**src/rtl/match_sched_if.sv**
```systemverilog
// Request / result / best-record channels between the match sweep controller
// and the ROM + VecMatch datapath.
interface match_sched_if #(
    parameter int OBS_AW = 6,
    parameter int NAV_AW = 14,
    parameter int CNT_W  = 11
);
    logic              req_valid;
    logic              req_ready;
    logic [OBS_AW-1:0] req_obs_addr;
    logic [NAV_AW-1:0] req_nav_addr;
    logic              res_valid;
    logic              res_ready;
    logic [CNT_W-1:0]  res_count;
    logic              best_valid;
    logic              best_ready;
    logic [OBS_AW-1:0] best_obs;
    logic [NAV_AW-1:0] best_nav;
    logic [CNT_W-1:0]  best_count;
    logic              best_hit;

    modport master (
        output req_valid, req_obs_addr, req_nav_addr, res_ready,
               best_valid, best_obs, best_nav, best_count, best_hit,
        input  req_ready, res_valid, res_count, best_ready
    );

    modport slave (
        input  req_valid, req_obs_addr, req_nav_addr, res_ready,
               best_valid, best_obs, best_nav, best_count, best_hit,
        output req_ready, res_valid, res_count, best_ready
    );
endinterface

```
**src/rtl/match_sched.sv**
```systemverilog
// Sequences one obs x nav match sweep: issues address pairs under a credit
// limit, folds in-order results into a per-obs argmax and emits one record per obs.
//
// state  | meaning
// IDLE   | waiting for start
// ISSUE  | issuing (obs, nav) pairs, consuming results
// DRAIN  | all pairs issued, waiting for results and record hand-off
// DONE   | one-cycle done pulse
module match_sched #(
    parameter int OBS_VEC_NUM = 49,
    parameter int NAV_VEC_NUM = 539,
    parameter int OBS_AW      = 6,
    parameter int NAV_AW      = 14,
    parameter int CNT_W       = 11,
    parameter int MAX_OUT     = 4,
    parameter int MIN_MATCH   = 8
) (
    input  logic          clk,
    input  logic          rst,
    input  logic          start,
    output logic          busy,
    output logic          done,
    match_sched_if.master bus
);

    localparam logic [1:0] S_IDLE  = 2'd0;
    localparam logic [1:0] S_ISSUE = 2'd1;
    localparam logic [1:0] S_DRAIN = 2'd2;
    localparam logic [1:0] S_DONE  = 2'd3;

    localparam int OUT_W = 4;
    localparam logic [OBS_AW-1:0] OBS_LAST = OBS_AW'(OBS_VEC_NUM - 1);
    localparam logic [NAV_AW-1:0] NAV_LAST = NAV_AW'(NAV_VEC_NUM - 1);
    localparam logic [OUT_W-1:0]  OUT_MAX  = OUT_W'(MAX_OUT);
    localparam logic [CNT_W-1:0]  HIT_MIN  = CNT_W'(MIN_MATCH);

    logic [1:0]        state_q, state_d;
    logic              req_valid_q, req_valid_d;
    logic [OBS_AW-1:0] iobs_q, iobs_d;
    logic [NAV_AW-1:0] inav_q, inav_d;
    logic [OUT_W-1:0]  outstanding_q, outstanding_d;
    logic [OBS_AW-1:0] robs_q, robs_d;
    logic [NAV_AW-1:0] rnav_q, rnav_d;
    logic [CNT_W-1:0]  cur_max_q, cur_max_d;
    logic [NAV_AW-1:0] cur_arg_q, cur_arg_d;
    logic              best_valid_q, best_valid_d;
    logic [OBS_AW-1:0] best_obs_q, best_obs_d;
    logic [NAV_AW-1:0] best_nav_q, best_nav_d;
    logic [CNT_W-1:0]  best_count_q, best_count_d;
    logic              best_hit_q, best_hit_d;

    logic              active;
    logic              issue_hs;
    logic              res_hs;
    logic              res_ready_c;
    logic              final_res;
    logic              last_pair;
    logic [CNT_W-1:0]  new_max;
    logic [NAV_AW-1:0] new_arg;

    always_comb begin
        active      = (state_q == S_ISSUE) || (state_q == S_DRAIN);
        issue_hs    = req_valid_q && bus.req_ready;
        final_res   = (rnav_q == NAV_LAST);
        last_pair   = (iobs_q == OBS_LAST) && (inav_q == NAV_LAST);
        // A final result needs the record slot; it may only enter when the
        // slot is empty or being drained this same cycle.
        res_ready_c = active && (outstanding_q != '0) &&
                      !(best_valid_q && !bus.best_ready && final_res);
        res_hs      = bus.res_valid && res_ready_c;

        if (rnav_q == '0) begin
            new_max = bus.res_count;
            new_arg = '0;
        end else if (bus.res_count > cur_max_q) begin
            new_max = bus.res_count;
            new_arg = rnav_q;
        end else begin
            new_max = cur_max_q;
            new_arg = cur_arg_q;
        end

        state_d       = state_q;
        iobs_d        = iobs_q;
        inav_d        = inav_q;
        outstanding_d = outstanding_q;
        robs_d        = robs_q;
        rnav_d        = rnav_q;
        cur_max_d     = cur_max_q;
        cur_arg_d     = cur_arg_q;
        best_valid_d  = best_valid_q;
        best_obs_d    = best_obs_q;
        best_nav_d    = best_nav_q;
        best_count_d  = best_count_q;
        best_hit_d    = best_hit_q;

        case (state_q)
            S_IDLE: begin
                if (start) begin
                    state_d = S_ISSUE;
                    iobs_d  = '0;
                    inav_d  = '0;
                    robs_d  = '0;
                    rnav_d  = '0;
                end
            end
            S_ISSUE: begin
                if (issue_hs && last_pair) state_d = S_DRAIN;
            end
            S_DRAIN: begin
                if (outstanding_q == '0 && !best_valid_q) state_d = S_DONE;
            end
            default: state_d = S_IDLE;
        endcase

        if (issue_hs) begin
            if (inav_q == NAV_LAST) begin
                inav_d = '0;
                iobs_d = iobs_q + 1'b1;
            end else begin
                inav_d = inav_q + 1'b1;
            end
        end

        case ({issue_hs, res_hs})
            2'b10:   outstanding_d = outstanding_q + 1'b1;
            2'b01:   outstanding_d = outstanding_q - 1'b1;
            default: outstanding_d = outstanding_q;
        endcase

        if (best_valid_q && bus.best_ready) best_valid_d = 1'b0;

        if (res_hs) begin
            cur_max_d = new_max;
            cur_arg_d = new_arg;
            if (final_res) begin
                rnav_d       = '0;
                robs_d       = robs_q + 1'b1;
                best_valid_d = 1'b1;
                best_obs_d   = robs_q;
                best_nav_d   = new_arg;
                best_count_d = new_max;
                best_hit_d   = (new_max >= HIT_MIN);
            end else begin
                rnav_d = rnav_q + 1'b1;
            end
        end

        req_valid_d = (state_d == S_ISSUE) && (outstanding_d < OUT_MAX);
    end

    always_ff @(posedge clk) begin
        if (rst) begin
            state_q       <= S_IDLE;
            req_valid_q   <= 1'b0;
            iobs_q        <= '0;
            inav_q        <= '0;
            outstanding_q <= '0;
            robs_q        <= '0;
            rnav_q        <= '0;
            cur_max_q     <= '0;
            cur_arg_q     <= '0;
            best_valid_q  <= 1'b0;
            best_obs_q    <= '0;
            best_nav_q    <= '0;
            best_count_q  <= '0;
            best_hit_q    <= 1'b0;
        end else begin
            state_q       <= state_d;
            req_valid_q   <= req_valid_d;
            iobs_q        <= iobs_d;
            inav_q        <= inav_d;
            outstanding_q <= outstanding_d;
            robs_q        <= robs_d;
            rnav_q        <= rnav_d;
            cur_max_q     <= cur_max_d;
            cur_arg_q     <= cur_arg_d;
            best_valid_q  <= best_valid_d;
            best_obs_q    <= best_obs_d;
            best_nav_q    <= best_nav_d;
            best_count_q  <= best_count_d;
            best_hit_q    <= best_hit_d;
        end
    end

    assign busy             = active;
    assign done             = (state_q == S_DONE);
    assign bus.req_valid    = req_valid_q;
    assign bus.req_obs_addr = iobs_q;
    assign bus.req_nav_addr = inav_q;
    assign bus.res_ready    = res_ready_c;
    assign bus.best_valid   = best_valid_q;
    assign bus.best_obs     = best_obs_q;
    assign bus.best_nav     = best_nav_q;
    assign bus.best_count   = best_count_q;
    assign bus.best_hit     = best_hit_q;

endmodule

```
**src/flat_wrapper.sv**
```systemverilog
// flat-port wrapper written by rule: the top's interface ports become plain ports
module match_sched_flat 
#(
    parameter int OBS_VEC_NUM = 49,
    parameter int NAV_VEC_NUM = 539,
    parameter int OBS_AW      = 6,
    parameter int NAV_AW      = 14,
    parameter int CNT_W       = 11,
    parameter int MAX_OUT     = 4,
    parameter int MIN_MATCH   = 8
)
  (clk, rst, start, busy, done, bus_req_valid, bus_req_obs_addr, bus_req_nav_addr, bus_res_ready, bus_best_valid, bus_best_obs, bus_best_nav, bus_best_count, bus_best_hit, bus_req_ready, bus_res_valid, bus_res_count, bus_best_ready);
  match_sched_if #(.OBS_AW(OBS_AW), .NAV_AW(NAV_AW), .CNT_W(CNT_W)) bus_i ();
  input  logic clk;
  input  logic rst;
  input  logic start;
  output logic busy;
  output logic done;
  output wire logic [$bits(bus_i.req_valid)-1:0] bus_req_valid;
  output wire logic [$bits(bus_i.req_obs_addr)-1:0] bus_req_obs_addr;
  output wire logic [$bits(bus_i.req_nav_addr)-1:0] bus_req_nav_addr;
  output wire logic [$bits(bus_i.res_ready)-1:0] bus_res_ready;
  output wire logic [$bits(bus_i.best_valid)-1:0] bus_best_valid;
  output wire logic [$bits(bus_i.best_obs)-1:0] bus_best_obs;
  output wire logic [$bits(bus_i.best_nav)-1:0] bus_best_nav;
  output wire logic [$bits(bus_i.best_count)-1:0] bus_best_count;
  output wire logic [$bits(bus_i.best_hit)-1:0] bus_best_hit;
  input wire logic [$bits(bus_i.req_ready)-1:0] bus_req_ready;
  input wire logic [$bits(bus_i.res_valid)-1:0] bus_res_valid;
  input wire logic [$bits(bus_i.res_count)-1:0] bus_res_count;
  input wire logic [$bits(bus_i.best_ready)-1:0] bus_best_ready;
  assign bus_req_valid = bus_i.req_valid;
  assign bus_req_obs_addr = bus_i.req_obs_addr;
  assign bus_req_nav_addr = bus_i.req_nav_addr;
  assign bus_res_ready = bus_i.res_ready;
  assign bus_best_valid = bus_i.best_valid;
  assign bus_best_obs = bus_i.best_obs;
  assign bus_best_nav = bus_i.best_nav;
  assign bus_best_count = bus_i.best_count;
  assign bus_best_hit = bus_i.best_hit;
  assign bus_i.req_ready = bus_req_ready;
  assign bus_i.res_valid = bus_res_valid;
  assign bus_i.res_count = bus_res_count;
  assign bus_i.best_ready = bus_best_ready;
  match_sched #(.OBS_VEC_NUM(OBS_VEC_NUM), .NAV_VEC_NUM(NAV_VEC_NUM), .OBS_AW(OBS_AW), .NAV_AW(NAV_AW), .CNT_W(CNT_W), .MAX_OUT(MAX_OUT), .MIN_MATCH(MIN_MATCH)) u_core (.clk(clk), .rst(rst), .start(start), .busy(busy), .done(done), .bus(bus_i));
endmodule
```
**config.mk**
```make
export PLATFORM = sky130hd
export DESIGN_NAME = match_sched_flat
export DESIGN_NICKNAME = d
export VERILOG_FILES = /design/src/rtl/match_sched_if.sv /design/src/rtl/match_sched.sv /design/src/flat_wrapper.sv
export SDC_FILE = /design/constraint.sdc
export NUM_CORES = 1
export LEC_CHECK = 0
export ABC_AREA = 1
export CAP_MARGIN = 40
export CORE_MARGIN = 2
export CORE_UTILIZATION = 30
export CTS_CLUSTER_DIAMETER = 100
export DETAILED_ROUTE_END_ITERATION = 8
export GPL_ROUTABILITY_DRIVEN = 0
export SLEW_MARGIN = 0
export SYNTH_ARGS = -nofsm -noshare
export SYNTH_HDL_FRONTEND = slang
export SYNTH_SLANG_ARGS = --single-unit
```
**constraint.sdc**
```tcl
create_clock -name clk -period 7 [get_ports clk]
set_input_delay 1.4 -clock clk [delete_from_list [all_inputs] [get_ports clk]]
set_output_delay 1.4 -clock clk [all_outputs]
set_load 0.02 [all_outputs]
```
### Word level (Yosys, flattened, before mapping)

Cells that the tools add are included.

| storage, ports and cells | value |
|---|---|
| output and inout bits | 57 |
| input port bits | 17 |
| register bits | 105 |
| logic and storage cells | 84 |

| operators by class | value |
|---|---|
| magnitude comparators | 3 |
| reductions and logical operators | 26 |
| equality and inequality tests | 9 |
| multiplexer cells | 26 |
| add/subtract/negate cells | 6 |

Operator list:

| cell | number |
|---|---|
| 2-to-1 mux 14 bit | 8 |
| 2-to-1 mux 6 bit | 8 |
| adder 14 x 1 -> 14 bit, second input constant | 2 |
| == test 14 x 10 -> 1 bit, second input constant | 2 |
| 2-to-1 mux 11 bit | 2 |
| zero test 14 bit | 1 |
| adder 6 x 1 -> 6 bit, second input constant | 2 |
| greater-or-equal comparator 11 x 4 -> 1 bit, second input constant | 1 |
| greater-than comparator 11 bit | 1 |
| logical AND 1 bit | 11 |
| one-hot mux 4 bit (2 select lines) | 1 |
| nonzero test 2 bit | 4 |
| == test 2 x 1 -> 1 bit, second input constant | 3 |
| == test 2 bit, second input constant | 3 |
| == test 6 bit, second input constant | 1 |
| 2-to-1 mux 2 bit | 3 |
| one-hot mux 2 bit (3 select lines) | 1 |
| AND reduction 2 bit | 3 |
| adder 4 x 1 -> 4 bit, second input constant | 1 |
| zero test 4 bit | 1 |
| less-than comparator 4 x 3 -> 1 bit, second input constant | 1 |
| nonzero test 4 bit | 1 |
| subtractor 4 x 1 -> 4 bit, second input constant | 1 |
| zero test 1 bit | 3 |
| other kinds (3) | 5 |

### Depth between registers and ports, before layout

Gate-level depths: netlist of run 1.

| depth | value |
|---|---|
| depth in word-level cells | 10 |
| gate-level depth with buffers | 21 |
| depth with buffers taken out | 19 |

### Least setup slack after synthesis of run 1

No wires, ideal clock.

| timing | value |
|---|---|
| kind | input port to flip-flop |
| from | in bus_best_ready |
| to | reg u_core.req_valid_q, in the netlist u_core.bus.req_valid |
| path slack | 3630 ps |
| cell stages on the path | 16 |
| data required time | 6936 ps |
| data arrival time | 3306 ps |
| setup time | 64 ps |
| path buffers | 2 |
| path through | nor2_1 > nand2_4 > nand3_4 > inv_4 > buf_6 > buf_2 > ha_1 > nand2_1 > inv_1 > nor2_1 > ha_1 > a21oi_1 > xor2_1 > mux2i_1 > nand4_1 > nor2_1 |

| between the ends | value |
|---|---|
| word-level cells in the longest chain between the ends | 10 |
| elaborated cells between the ends (all ways) | 11 |
| those cells by class | order compare (1); eq/ne (2); mux (1); reduce/logical (7) |

RTL lines:

| what | line | text |
|---|---|---|
| start, declared | flat_wrapper.sv:31 | `input wire logic [$bits(bus_i.best_ready)-1:0] bus_best_ready;` |
| zero test 1 bit * | match_sched.sv:69 | `!(best_valid_q && !bus.best_ready && final_res);` |
| logical AND 1 bit * (2 in a row) | match_sched.sv:69 |  |
| zero test 1 bit * | match_sched.sv:69 |  |
| logical AND 1 bit * | match_sched.sv:68 | `res_ready_c = active && (outstanding_q != '0) &&` |
| logical AND 1 bit * | match_sched.sv:70 | `res_hs = bus.res_valid && res_ready_c;` |
| net u_core.res_hs | match_sched.sv:54 | `logic res_hs;` |
| == test 2 x 1 -> 1 bit or == test 2 bit (tied branches) | match_sched.sv:125 | `case ({issue_hs, res_hs})` |
| one-hot mux 4 bit (2 select lines) * | match_sched.sv:125 |  |
| less-than comparator 4 x 3 -> 1 bit * | match_sched.sv:149 | `req_valid_d = (state_d == S_ISSUE) && (outstanding_d < OUT_MAX);` |
| logical AND 1 bit * | match_sched.sv:149 |  |
| end signal, assigned | match_sched.sv:170 | `req_valid_q <= req_valid_d;` |
| end, declared | match_sched.sv:38 | `logic req_valid_q, req_valid_d;` |

Mark *: on every way through the listed nets, which the timed path passes. The rest lies on a longest branch.
A chain may end at the register's enable or synchronous reset.

### Worst setup path in the final report of run 1

| timing | value |
|---|---|
| from | in bus_best_ready |
| to | out bus_res_ready |

| between the ends | value |
|---|---|
| word-level cells in the longest chain between the ends | 5 |

RTL lines:

| what | line | text |
|---|---|---|
| zero test 1 bit | match_sched.sv:69 |  |
| logical AND 1 bit (2 in a row) | match_sched.sv:69 |  |
| zero test 1 bit | match_sched.sv:69 |  |
| logical AND 1 bit | match_sched.sv:68 |  |
| end, declared | flat_wrapper.sv:22 | `output wire logic [$bits(bus_i.res_ready)-1:0] bus_res_ready;` |

Every way passes these cells.

==> flow_summary.yaml, run 1 <==
floorplanning:
  chipHeight_um: 139
  boundaryPins: 74
  floorplan.rows: 49
  die_area_um2: 19300
  design.core.area_um2: 17900
  initial_core_util_pct: 30.5
  die_width_um: 139
clocking:
  postCtsResizedCells: 0
  cts_sinks: 105
  clock_tree.root_cell: "clkbuf_16"
  path_clk_slew_ps: 70
  tritoncts_clock_tree: "done"
  cts_hold_repair.buffers: 0
  clock_path_buffers: 2
  cts_post_setup_buffers_inserted: 0
  numCtsBuffers: 9
  worst_skew_pair.late_latency_ps: 360
  htree_num_levels: 3
detailed_routing:
  routed-via-count: 4944
  finalWirelength_um: 13500
  detailedRoute.firstPassIterationCount: 4
  mean_number_of_vias_per_cell: 4.76
  drt_drc_violations_left: 0
  drt.antenna.violating_nets: 0
  initialDrtViolationCount: 243
  drt-wirelength-per-cell_um: 13.0
global_route:
  grt_util_all_layers_pct: 14.0
  grt_antenna_before_repair: 0
  grt_pass1_wl_um: 22300
  grt_overflow: 0
  first_global_vias: 4612
  grt_max_degree: 60
critical_path:
  cp.required_ps: 5600
  reg2reg_from: "u_core.rnav_q[0]$_SDFFE_PP0P_"
  setup.worst_path.end_class: "output port"
  crit_arrival_ps: 2860
  largest_fanout_of_any_net_on_the_critical_path: 2
  startpoint_type: "input port"
  crit_type: "input port to output port"
  critPathLaunch: "bus_best_ready"
min_path:
  hold_path.startpoint: "u_core.bus.best_obs[3]$_SDFFE_PP0P_"
  worst_hold_path_type: "flop to flop"
pwr:
  p_leak_uw: 0.00270
  p_per_cell_area_nw_per_um2: 190
  ir_drop_v: 0.000125
  report.power.total_uw: 1260
place:
  port_buffers: 73
  place_hpwl_um: 9360
  pre_cts_slack_ps: 2740
sta:
  finalSetupViolations: 0
  timing_max_transition_violations_final: 0
  timing.clock.skew_ps: 15.0
  max-slew-margin-rel_pct: 62.0
  rsz0062_at_grt: "false"
  achievable-frequency_mhz: 235
  finalCritPeriodShare_pct: 60.9
  final_hold_viol_count: 0
  post-route-min-period_ps: 4260
  setup_total_negative_slack_ps: 0
  tightestPinTransition_ps: 570
  setup_slack_ps: 2740
logic_synthesis:
  synth.net_count: 791
  yosys.cell_count.top_type: "nand2_1"
  synth.avg_cell_area_um2: 7.30
  synthTopCellsByCount: "130 x nand2_1, 105 x dfxtp_1, 95 x inv_1, 85 x a21oi_1, 72 x o21ai_0"
  ys_dominant_reg_cell: "dfxtp_1"
  yosys-top-cells-area: "dfxtp_1 39%, nand2_1 8.9%, a21oi_1 7.8%, o21ai_0 6.6%, inv_1 6.5%"
  yosysSeqAreaShare_pct: 38.5
  post-synth-top-area-fraction_pct: 38.5
  netlist_area_um2: 5460
  synth_cells: 748
  synthDominantAreaCellType: "dfxtp_1"
  synth_cell_type_count: 48
  async_reset_ff_share_pct: 0
  synth_warnings: 0
  synth_edf_count: 0
  ys_seq_elements: 105
finish:
  syn_to_final_growth_pct: 21.3
  antenna_cells_inserted: 0
  post_route_cells_drive_above_1_share_pct: 6.43
  net_count_final: 848
flow_run:
  cap_viol_max_count: 0
outcome:
  outcome: "finished clean"
-- registers in the layout (all words and copies together) (netlist names), 4 cells and up --
name and cells:
u_core.bus.best_count 11, u_core.outstanding_q 4, u_core.cur_max_q 11, u_core.robs_q 6, u_core.bus.req_nav_addr 14, u_core.bus.req_obs_addr 6
u_core.cur_arg_q 14, u_core.rnav_q 14, u_core.bus.best_nav 14, u_core.bus.best_obs 6
-- logic make-up after synthesis --
kind of cell	share of synthesized area, %
simple gates	22.7
compound gates	21.1
buf+inv	10.6
flops	38.5
fa+ha+maj	5.96
xor+xnor	0.963
mux	0.183
-- placed cells by master (no fill, tap or decap), types with 2 or more instances in the layout --
master / count
inv_4: 2
inv_2: 7
a21oi_1: 85
nand2_1: 130
or2_1: 3
nor2_1: 47
clkinv_1: 2
nand2_4: 2
or2_2: 3
nand3_4: 2
o21ai_0: 72
nor3_2: 2
nand3b_1: 2
clkdlybuf4s50_1: 73
inv_6: 3
nor2_2: 5
o31ai_1: 2
o21bai_1: 3
inv_1: 95
a22oi_1: 2
ha_1: 26
xor2_1: 4
nor3_1: 4
o211ai_1: 24
nand2_2: 6
buf_4: 3
o21ai_1: 4
nand4_1: 10
a221oi_1: 2
o21a_1: 5
nor4_1: 3
clkbuf_16: 9
nand3_1: 45
xnor2_1: 2
dfxtp_1: 105
-- layout make-up --
class / count / area (um^2)
Multi-Input combinational cell: 507 / 2780
Inverter: 106 / 403
Fill cell: 1912 / 11300
Clock inverter: 6 / 72.6
Tap cell: 229 / 287
Clock buffer: 9 / 225
Sequential cell: 105 / 2100
Timing Repair Buffer: 76 / 753
-- worst paths after layout --
check                                                      endpoint  slack, ps  cells past startpoint
worst max-delay path                                  bus_res_ready       2740                      6
worst min-delay path            u_core.bus.best_obs[3]$_SDFFE_PP0P_        470                      2
worst max register to register      u_core.bus.req_valid$_SDFF_PP0_       3890                     18
worst min register to register  u_core.bus.best_obs[3]$_SDFFE_PP0P_        470                      2
-- metrics by stage --
step           area (um^2)  utilization, %  instances  hold slack (ps)
6_report              6620            37.0       1038              467
5_1_grt               6620            37.0       1038              500
4_1_cts               6620            37.0       1038              470
3_5_place_dp          6320            35.3       1023              459
3_3_place_gp          6320            35.3       1023              459
2_1_floorplan         5460               -        748              453
-- routing by layer --
metal  track usage [%]  wire (um)
met1              18.9       6740
met2              22.1       6000
met3              3.25        519
met4              4.25        198
met5                 0          0
-- report_power, final --
group	leakage [uW]	internal (uW)	switching, uW	total (uW)
Combinational	0.00171	40.1	80.0	120
Sequential	0.000847	607	6.68	613
Clock	0.000149	282	244	525
-- worst max-delay path, stage by stage --
cell and delay [ps]:
clkdlybuf4s50_1 410, nor2_1 300, nand2_4 90, nand2_1 70, inv_1 50, clkdlybuf4s50_1 540
Note: power is estimated with default switching activity, not from simulation.
==> run 2: changes to the inputs <==
==> constraint.sdc (replaced) <==
create_clock -name clk -period 3.7 [get_ports clk]
set_input_delay 0.74 -clock clk [delete_from_list [all_inputs] [get_ports clk]]
set_output_delay 0.74 -clock clk [all_outputs]
set_load 0.02 [all_outputs]
==> flow_summary.yaml, run 2 (same netlist as run 1, synthesis figures left out) <==
outcome:
  outcome: "finished clean"
pwr:
  report.power.total_uw: 2430
  p_per_cell_area_nw_per_um2: 366
  p_leak_uw: 0.00272
  ir_drop_v: 0.000219
global_route:
  grt_pass1_wl_um: 22000
  grt_overflow: 0
  grt_antenna_before_repair: 0
  grt_util_all_layers_pct: 13.7
  grt_max_degree: 65
  first_global_vias: 4399
detailed_routing:
  drt.antenna.violating_nets: 0
  detailedRoute.firstPassIterationCount: 5
  drt_drc_violations_left: 0
  initialDrtViolationCount: 261
  drt-wirelength-per-cell_um: 12.9
  finalWirelength_um: 13400
  mean_number_of_vias_per_cell: 4.73
  routed-via-count: 4919
sta:
  setup_total_negative_slack_ps: 0
  final_hold_viol_count: 0
  finalSetupViolations: 0
  timing_max_transition_violations_final: 0
  max-slew-margin-rel_pct: 58.8
  post-route-min-period_ps: 2970
  tightestPinTransition_ps: 618
  timing.clock.skew_ps: 12.8
  achievable-frequency_mhz: 337
  finalCritPeriodShare_pct: 80.3
  rsz0062_at_grt: "false"
critical_path:
  rr_endpoint: "u_core.bus.req_valid$_SDFF_PP0_"
  timing.reg2reg.worst_path_depth: 16
  reg2reg_from: "u_core.rnav_q[0]$_SDFFE_PP0P_"
  cp.required_ps: 2960
  crit_arrival_ps: 2230
  setup.worst_path.end_class: "output port"
  largest_fanout_of_any_net_on_the_critical_path: 3
  startpoint_type: "flop"
  crit_type: "flop to output port"
  reg2reg_slack_ps: 900
clocking:
  cts_hold_repair.buffers: 0
  postCtsResizedCells: 0
  htree_num_levels: 3
  path_clk_slew_ps: 80
  cts_sinks: 105
  clock_path_buffers: 2
  clock_tree.root_cell: "clkbuf_16"
  tritoncts_clock_tree: "done"
  numCtsBuffers: 9
  worst_skew_pair.late_latency_ps: 360
  cts_post_setup_buffers_inserted: 0
floorplanning:
  die_area_um2: 19300
  die_width_um: 139
  floorplan.rows: 49
  design.core.area_um2: 17900
  boundaryPins: 74
  initial_core_util_pct: 30.5
  chipHeight_um: 139
flow_run:
  cap_viol_max_count: 0
finish:
  syn_to_final_growth_pct: 21.8
  mostFrequentLayoutCell: "nand2_1"
  post_route_cells_drive_above_1_share_pct: 6.66
  design_area_um2: 6650
  net_count_final: 849
  final_cell_count_no_fill: 1040
  antenna_cells_inserted: 0
  final_cell_mix: "130 x nand2_1, 105 x dfxtp_1, 95 x inv_1, 85 x a21oi_1, 73 x clkdlybuf4s50_1"
place:
  post-place-cells: 1024
  place_hpwl_um: 9360
  placed_area_um2: 6330
  port_buffers: 73
min_path:
  hold_path.startpoint: "u_core.bus.best_obs[3]$_SDFFE_PP0P_"
  min_delay_path_depth: 2
  worst_hold_path_type: "flop to flop"
  hold_end: "u_core.bus.best_obs[3]$_SDFFE_PP0P_"
## run 2: cell type report
cell class,count,area [um^2]
clock buffers,10,239
clock inverters,6,81.3
fillers,1913,11300
inverters,106,403
multi-input cells,507,2780
flip-flops and latches,105,2100
well taps,229,287
repair buffers,77,761
## run 2: worst max-delay path by stage
stage | startpoint | end | slack (ps) | cells after the start
after detailed placement | bus_best_ready | u_core.bus.req_valid$_SDFF_PP0_ | 560 | 15
after global placement | bus_best_ready | u_core.bus.req_valid$_SDFF_PP0_ | 580 | 15
final | u_core.state_q[0]$_SDFF_PP0_ | bus_res_ready | 730 | 7
after CTS | u_core.state_q[0]$_SDFF_PP0_ | bus_res_ready | 670 | 7
after floorplan | u_core.state_q[1]$_SDFF_PP0_ | u_core.bus.req_valid$_SDFF_PP0_ | 920 | 17
after global routing | u_core.state_q[0]$_SDFF_PP0_ | bus_res_ready | 540 | 7
## run 2: routing by layer
metal | wire [um] | vias to the layer above | global-route usage, %
li1 | - | 2603 | -
met3 | 473 | 8 | 3.97
met1 | 6750 | 2225 | 19.0
met5 | 0 | - | 0
met2 | 6060 | 83 | 21.4
met4 | 94 | 0 | 2.92
## run 2: worst max-delay path: stages, from the launching register on
cell and delay (ps):
dfxtp_1 380, inv_1 90, ha_1 330, inv_1 50, nor2_1 220, nand2_1 140
inv_1 70, clkdlybuf4s50_1 590
## run 2: through the flow
| step | hold WS (ps) | worst slack [ps] | utilization [%] |
|---|---|---|---|
| global route | 507 | 542 | 37.2 |
| finish | 479 | 729 | 37.2 |
| floorplan | 453 | 923 | - |
| detailed placement | 469 | 558 | 35.4 |
| CTS | 481 | 668 | 37.2 |
| global placement | 468 | 581 | 35.4 |
## run 2: power by group
group | switching (uW) | internal, uW | total, uW
clock network | 482 | 564 | 1050
registers | 12.4 | 1150 | 1160
logic | 150 | 76.5 | 227
==> run 3: changes to the inputs <==
==> constraint.sdc (replaced) <==
create_clock -name clk -period 3 [get_ports clk]
set_input_delay 0.6 -clock clk [delete_from_list [all_inputs] [get_ports clk]]
set_output_delay 0.6 -clock clk [all_outputs]
set_load 0.02 [all_outputs]
==> flow_summary.yaml, run 3 (same netlist as run 1, synthesis figures left out) <==
critical_path:
  startpoint_type: "flop"
  cp_cell_sequence: "inv_2 > ha_1 > nand4_1 > clkinv_1 > nand3_4 > inv_4 > nand2_4 > nand2_1 > inv_1 > clkdlybuf4s50_1"
  largest_fanout_of_any_net_on_the_critical_path: 4
  timing.reg2reg.worst_path_depth: 19
  setup.worst_path.end_class: "output port"
  cp.required_ps: 2400
  slowest_delay_ps: 600
  cpMaxStageDelayCell: "clkdlybuf4s50_1"
  crit_type: "flop to output port"
  crit_arrival_ps: 2270
detailed_routing:
  drt-wirelength-per-cell_um: 12.7
  mean_number_of_vias_per_cell: 4.75
  routed-via-count: 4968
  drt_drc_violations_left: 0
  initialDrtViolationCount: 285
  detailedRoute.firstPassIterationCount: 5
  finalWirelength_um: 13300
  drt.antenna.violating_nets: 0
clocking:
  numCtsBuffers: 9
  postCtsResizedCells: 0
  tritoncts_clock_tree: "done"
  cts_sinks: 105
  cts_hold_repair.buffers: 0
  clock_path_buffers: 2
  path_clk_slew_ps: 80
  clock_tree.root_cell: "clkbuf_16"
  htree_num_levels: 3
  worst_skew_pair.late_latency_ps: 350
  cts_post_setup_buffers_inserted: 0
place:
  pre_cts_slack_ps: 146
  placed_area_um2: 6400
  port_buffers: 73
  place_hpwl_um: 9390
global_route:
  grt_util_all_layers_pct: 13.7
  grt_pass1_wl_um: 22300
  grt_max_degree: 65
  grt_antenna_before_repair: 0
  first_global_vias: 4572
  grt_overflow: 0
finish:
  net_count_final: 855
  final_cell_mix: "130 x nand2_1, 105 x dfxtp_1, 95 x inv_1, 85 x a21oi_1, 73 x clkdlybuf4s50_1"
  design_area_um2: 6730
  antenna_cells_inserted: 0
  mostFrequentLayoutCell: "nand2_1"
  syn_to_final_growth_pct: 23.3
  post_route_cells_drive_above_1_share_pct: 7.34
floorplanning:
  boundaryPins: 74
  die_width_um: 139
  initial_core_util_pct: 30.5
  die_area_um2: 19300
  floorplan.rows: 49
  chipHeight_um: 139
  design.core.area_um2: 17900
sta:
  max-slew-margin-rel_pct: 68.5
  final_hold_viol_count: 0
  timing_max_transition_violations_final: 0
  timing.clock.skew_ps: 14.2
  achievable-frequency_mhz: 349
  tightestPinTransition_ps: 473
  setup_slack_ps: 135
  finalCritPeriodShare_pct: 95.5
  setup_total_negative_slack_ps: 0
  finalSetupViolations: 0
  post-route-min-period_ps: 2870
  rsz0062_at_grt: "false"
min_path:
  min_delay_path_depth: 2
  worst_hold_path_type: "flop to flop"
outcome:
  outcome: "finished clean"
flow_run:
  cap_viol_max_count: 0
pwr:
  ir_drop_v: 0.000291
  p_per_cell_area_nw_per_um2: 446
  p_leak_uw: 0.00276
==> run 3: report_power, final <==
part,switching (uW),internal (uW),leakage [uW]
Sequential,15.2,1420,0.000847
Combinational,185,104,0.00175
Clock,604,682,0.000161
Total,804,2200,0.00276
==> run 3: cell type report <==
class,count,area [um^2]
inverter,106,403
clock inverter,7,105
fill,1871,11200
sequential,105,2100
multi-input combinational,507,2780
tap,229,287
timing repair buffer,83,831
clock buffer,9,225
==> run 3: layer usage <==
| metal | wire [um] | up-vias | part of all wire [%] | global-route usage [%] |
|---|---|---|---|---|
| li1 | - | 2621 | - | - |
| met1 | 6690 | 2245 | 50 | 19.2 |
| met2 | 5870 | 87 | 44 | 21.2 |
| met3 | 473 | 15 | 3.6 | 2.59 |
| met4 | 223 | 0 | 1.7 | 4.41 |
| met5 | 0 | - | 0 | 0 |
==> run 3: metrics by stage <==
| stage | hold WS, ps | power (uW) | utilization [%] | std cells |
|---|---|---|---|---|
| global route | 505 | 3150 | 37.6 | 1046 |
| finish | 470 | 3000 | 37.6 | 1046 |
| CTS | 478 | 3050 | 37.6 | 1046 |
| floorplan | 453 | 1660 | - | 748 |
| detailed placement | 466 | 1750 | 35.8 | 1030 |
| global placement | 457 | 1750 | 35.8 | 1030 |
==> run 3: worst paths after layout <==
check / end / startpoint / slack, ps
max: bus_res_ready / u_core.rnav_q[0]$_SDFFE_PP0P_ / 130
max reg2reg: u_core.bus.req_valid$_SDFF_PP0_ / u_core.rnav_q[0]$_SDFFE_PP0P_ / 370
min reg2reg: u_core.bus.best_obs[0]$_SDFFE_PP0P_ / u_core.bus.best_obs[0]$_SDFFE_PP0P_ / 470
min: u_core.bus.best_obs[0]$_SDFFE_PP0P_ / u_core.bus.best_obs[0]$_SDFFE_PP0P_ / 470
==> run 3: critical path, delay by kind of cell (launching register included) <==
family        cells  cell delay, ps
simple gates      4             360
fa+ha+maj         1             200
buf+inv           5             970
flops             1             390
